[config.mk]
export PLATFORM = sky130hd
export DESIGN_NAME = fpu_norm_sequencer
export DESIGN_NICKNAME = d
export VERILOG_FILES = /design/src/rtl/fpu_norm_pkg.sv /design/src/rtl/fpu_lzd16.sv /design/src/rtl/fpu_norm_sequencer.sv
export SDC_FILE = /design/constraint.sdc
export NUM_CORES = 1
export LEC_CHECK = 0
export BUFFER_PORTS_ARGS = -buffer_cell sky130_fd_sc_hd__buf_2
export CAP_MARGIN = 15
export CELL_PAD_IN_SITES_DETAIL_PLACEMENT = 1
export CELL_PAD_IN_SITES_GLOBAL_PLACEMENT = 1
export CORE_MARGIN = 1.5
export CORE_UTILIZATION = 41
export DETAILED_ROUTE_END_ITERATION = 8
export PLACE_DENSITY_LB_ADDON = 0.1
export RECOVER_POWER = 25
export SLEW_MARGIN = 40
export SYNTH_ARGS = -nofsm -noshare
export SYNTH_HDL_FRONTEND = slang
export SYNTH_SLANG_ARGS = --single-unit
[constraint.sdc]
create_clock -name clk -period 3.5 [get_ports clk]
set_clock_uncertainty 0.1 [all_clocks]
set_input_delay 0.7 -clock clk [delete_from_list [all_inputs] [get_ports clk]]
set_output_delay 0.7 -clock clk [all_outputs]
set_load 0.005 [all_outputs]
[src/rtl/fpu_norm_pkg.sv]
// Shared constants and state encoding for the bfloat16 normalisation sequencer
// and its leading-zero detector.
package fpu_norm_pkg;

    localparam int DEF_MANT_W = 16;
    localparam int DEF_EXP_W  = 8;
    localparam int LZC_W      = 5;

    typedef logic [1:0] state_t;

    localparam state_t ST_IDLE   = 2'd0;
    localparam state_t ST_DETECT = 2'd1;
    localparam state_t ST_SHIFT  = 2'd2;
    localparam state_t ST_DONE   = 2'd3;

endpackage

[src/rtl/fpu_lzd16.sv]
// 16-bit leading-zero detector: count of zeros above the highest set bit
// (16 for an all-zero input), purely combinational.
module fpu_lzd16
    import fpu_norm_pkg::*;
(
    input  logic [15:0]      value,
    output logic [LZC_W-1:0] count,
    output logic             all_zero
);

    always_comb begin
        count = 5'd16;
        // Scan upward so the highest set bit is the last one to write count.
        for (int i = 0; i < 16; i++) begin
            if (value[i]) count = 5'(15 - i);
        end
    end

    assign all_zero = (value == 16'h0000);

endmodule

[src/rtl/fpu_norm_sequencer.sv]
// Multi-cycle mantissa normaliser: left-shifts by up to SHIFT_STEP bits per cycle,
// clamped at exponent 0. Define FPU_NORM_UNDERFLOW_FLAG_EN to add the out_uf port.
module fpu_norm_sequencer
    import fpu_norm_pkg::*;
#(
    parameter int SHIFT_STEP = 4,
    parameter int MANT_W     = DEF_MANT_W,
    parameter int EXP_W      = DEF_EXP_W
) (
    input  logic              clk,
    input  logic              rst_l,
    input  logic              flush,
    input  logic              in_valid,
    output logic              in_ready,
    input  logic [MANT_W-1:0] in_mant,
    input  logic [EXP_W-1:0]  in_exp,
    input  logic              in_sign,
    output logic              out_valid,
    input  logic              out_ready,
    output logic [MANT_W-1:0] out_mant,
    output logic [EXP_W-1:0]  out_exp,
    output logic              out_sign,
    output logic              out_zero,
`ifdef FPU_NORM_UNDERFLOW_FLAG_EN
    output logic              out_uf,
`endif
    output logic              busy
);

    localparam logic [LZC_W-1:0] STEP_C = LZC_W'(SHIFT_STEP);

    state_t             state;
    logic [MANT_W-1:0]  mant_q;
    logic [EXP_W-1:0]   exp_q;
    logic               sign_q;
    logic               zero_q;
    logic [LZC_W-1:0]   shift_rem;
    logic [LZC_W-1:0]   lzc;
    logic               mant_is_zero;
    logic [EXP_W-1:0]   lzc_ext;
    logic [LZC_W-1:0]   det_rem;
    logic [LZC_W-1:0]   step;
`ifdef FPU_NORM_UNDERFLOW_FLAG_EN
    logic               uf_q;
`endif

    fpu_lzd16 u_lzd (
        .value    (mant_q),
        .count    (lzc),
        .all_zero (mant_is_zero)
    );

    always_comb begin
        lzc_ext = EXP_W'(lzc);
        // exp_q is below lzc (at most 16) whenever it is chosen, so truncation is safe.
        det_rem = (lzc_ext < exp_q) ? lzc : exp_q[LZC_W-1:0];
        step    = (shift_rem < STEP_C) ? shift_rem : STEP_C;
    end

    // NOTE: every register is updated with <= so all reads in this block see pre-edge values.
    always_ff @(posedge clk or negedge rst_l) begin
        if (!rst_l) begin
            state     <= ST_IDLE;
            mant_q    <= '0;
            exp_q     <= '0;
            sign_q    <= 1'b0;
            zero_q    <= 1'b0;
            shift_rem <= '0;
`ifdef FPU_NORM_UNDERFLOW_FLAG_EN
            uf_q      <= 1'b0;
`endif
        end else if (flush) begin
            state <= ST_IDLE;
        end else begin
            case (state)
                ST_IDLE: begin
                    if (in_valid) begin
                        mant_q <= in_mant;
                        exp_q  <= in_exp;
                        sign_q <= in_sign;
                        zero_q <= 1'b0;
`ifdef FPU_NORM_UNDERFLOW_FLAG_EN
                        uf_q   <= 1'b0;
`endif
                        state  <= ST_DETECT;
                    end
                end
                ST_DETECT: begin
                    if (mant_is_zero) begin
                        zero_q <= 1'b1;
                        mant_q <= '0;
                        exp_q  <= '0;
                        state  <= ST_DONE;
                    end else begin
                        shift_rem <= det_rem;
`ifdef FPU_NORM_UNDERFLOW_FLAG_EN
                        uf_q      <= (lzc_ext > exp_q);
`endif
                        state     <= (det_rem == '0) ? ST_DONE : ST_SHIFT;
                    end
                end
                ST_SHIFT: begin
                    mant_q    <= mant_q << step;
                    exp_q     <= exp_q - EXP_W'(step);
                    shift_rem <= shift_rem - step;
                    if (shift_rem == step) state <= ST_DONE;
                end
                ST_DONE: begin
                    if (out_ready) state <= ST_IDLE;
                end
                default: state <= ST_IDLE;
            endcase
        end
    end

    // The working registers double as the result; they are only meaningful while out_valid is high.
    assign out_mant  = mant_q;
    assign out_exp   = exp_q;
    assign out_sign  = sign_q;
    assign out_zero  = zero_q;
    assign out_valid = (state == ST_DONE);
    assign in_ready  = (state == ST_IDLE);
    assign busy      = (state != ST_IDLE);
`ifdef FPU_NORM_UNDERFLOW_FLAG_EN
    assign out_uf    = uf_q;
`endif

endmodule

==> out/metrics.cfg <==
[outcome]
status=finished with violations
violations=max-capacitance violations, max-slew violations

[global_route]
grt_use_met1=0.365
first_global_vias=2765
top_usage_layer=met2
track_usage=0.252
grt_first_pass_wirelength_microns=14400
grt_overflow_total=0
grt_util_met3=0.0324
grt_start_max_net_pins=34
antenna_found_initial=0
grtUsageMet2=0.403

[worst_setup_path]
critPathBufInv=0
cpLargestDelayFamily=simple AND/OR/NAND/NOR gates
path_cells=or4_1 -> or2_2 -> nor2_1 -> ha_1 -> a211oi_1 -> nand2_1 -> o211ai_1 -> a31oi_2 -> mux2i_1 -> a31o_1
critPathMaxStageDelay_ns=0.65
rrSetupSlack_ns=0.25
critical_path_required_ns=3.58
critPathLaunchType=flip-flop
crit_cells=10
cp.arrival_ns=3.33
critPathKind=flip-flop to flip-flop
rr_worst_depth=10
critical_path.endpoint_type=flip-flop
path_max_fanout=8
cp_slowest_cell=or4_1

[power_and_ir_drop]
ir_worst_vdd_uv=513
p_leak_nw=1.49
finalPower_mw=3.26
power_density_nw_per_um2=1000

[hold_path]
hold_depth=1
hp-class=flip-flop to flip-flop

[cts]
clk_latency_ns=0.29
root_buffer=clkbuf_8
cts_setup_buffers=0
cts_tree=yes
hold_buffers=0
path_clk_slew_ns=0.08
postCtsResizedCells=0
clock_sinks=33
htreeDepth=2
cts.path.max_buffers=2
cts_made_buffers=5

[yosys]
syn_area_sq_um=2730
synth_cell_type_count=59
synth-edff-count=0
avgSynthCellArea_sq_um=8.56
synthTopCellsByArea=dfrtp_1 30%, mux2i_1 9.9%, ha_1 6.9%
ys.flop_type=dfrtp_1
syn-instance-count=319
synth_seq_area_share=0.302
synth_top_area_cell=dfrtp_1
synth-warning-count=0
synth-seq-cells=33
synth_top_area_share=0.302
ys_async_sr_fraction=1.00

[detailed_routing]
dr.pass1.iters=5
vias=2774
drcViolationCount=0
wl_per_cell_microns=18.7
wl_microns=8600
antenna_left=0
drt-vias-per-instance=6.04
drt_iter0_markers=261

[timing]
fin_crit_sh=0.928
hold_viol=0
tightest_slew_ns=1.98
rsz0062_at_grt=false
slew_headroom=-0.318
final-max-slew-violation-count=34
setup_violations=0
fmax_mhz=308
fin_tns_setup_ns=0
period_needed_ns=3.25

[cells_and_area]
final_common_cell=buf_2
drive_gt1_frac=0.243
stdcell_count=459
diodes=0
multiInputGateArea_sq_um=1790
num-fill-cells=793
final_cell_mix=57 x buf_2, 35 x nand2_1, 33 x dfrtp_1
ff_latch_area_sq_um=826
area_growth_pct=19.1
nNetsFinal=427

[flow_run]
drv_cap=1

[placed_design]
dp.cells=451
dp_hpwl_microns=6470
gp_congestion=0.864
io_buffers=58

[floorplan]
ios=59
dieArea_sq_um=7160
rows=29
coreArea_sq_um=6390
initial_utilization=0.428
die_w_microns=84.6
die_h_microns=84.6

routing by layer:
layer	vias up	part of all wire
met2	74	0.48
met3	9	0.041
li1	1308	-
met4	0	0.0084
met1	1383	0.48
met5	-	0
layout make-up:
class                      count  area share
clock buffer                   7      0.0296
clock inverter                 1     0.00154
inverter                      17      0.0212
multi-input combinational    255       0.550
sequential                    33       0.254
tap                           77      0.0296
timing repair buffer          69       0.114
synth_stat cells, drive strengths merged, types with 3 or more instances:
| cell type | count |
|---|---|
| nand2 | 36 |
| dfrtp | 33 |
| o21ai | 31 |
| nor2 | 28 |
| mux2i | 27 |
| inv | 16 |
| ha | 15 |
| a21oi | 14 |
| clkbuf | 11 |
| a221oi | 9 |
| a222oi | 9 |
| nor2b | 9 |
| nor3 | 8 |
| or4 | 6 |
| buf | 5 |
| a32oi | 4 |
| nand3 | 4 |
| a211oi | 3 |
| a22oi | 3 |
| a311oi | 3 |
| and2 | 3 |
| nand2b | 3 |
| nand3b | 3 |
| nor4 | 3 |
| o31ai | 3 |
| or3 | 3 |
cells by family after synthesis:
kind of cell    count (synthesis)  share of synthesized area
fa+ha+maj                      16                     0.0761
buf+inv                        33                     0.0527
mux                            29                      0.107
simple gates                  111                      0.209
compound gates                 94                      0.245
flops                          33                      0.302
other cells                     1                    0.00137
xor+xnor                        2                    0.00642
worst register-to-register path: stages, from the launching register on:
cell and delay (ns):
dfrtp_1 0.45, or4_1 0.65, or2_2 0.33, nor2_1 0.17, ha_1 0.28, a211oi_1 0.30, nand2_1 0.09, o211ai_1 0.20
a31oi_2 0.17, mux2i_1 0.18, a31o_1 0.23
power breakdown:
part | switching, mW | leakage (nW) | internal, mW | total (mW)
sequential | 0.248 | 0.419 | 0.545 | 0.793
clock | 0.154 | 0.0542 | 0.178 | 0.332
combinational | 1.25 | 1.01 | 0.883 | 2.13
sequential cells by signal, summed over array words and instances (netlist names):
register,count
out_sign,1
state,2
shift_rem,5
out_mant,16
out_zero,1
out_exp,8
per-stage QoR:
step	worst slack, ns	hold slack [ns]	utilization	cell area (sq um)
finish	0.252	0.417	0.509	3250
global route	0.0532	0.463	0.509	3250
CTS	0.199	0.427	0.508	3250
detailed placement	0.236	0.408	0.493	3150
global placement	0.379	0.381	0.490	3130
floorplan	0.501	0.304	-	2740
final timing paths:
| kind | to | startpoint |
|---|---|---|
| hold reg to reg | out_sign | out_sign |
| max in group asynchronous | out_exp[7] | rst_l |
| setup reg to reg | state[0] | out_mant[14] |
| setup / recovery | state[0] | out_mant[14] |
| hold / removal | out_sign | out_sign |
| min in group asynchronous | out_mant[4] | rst_l |
Note: power is estimated with default switching activity, not from simulation.
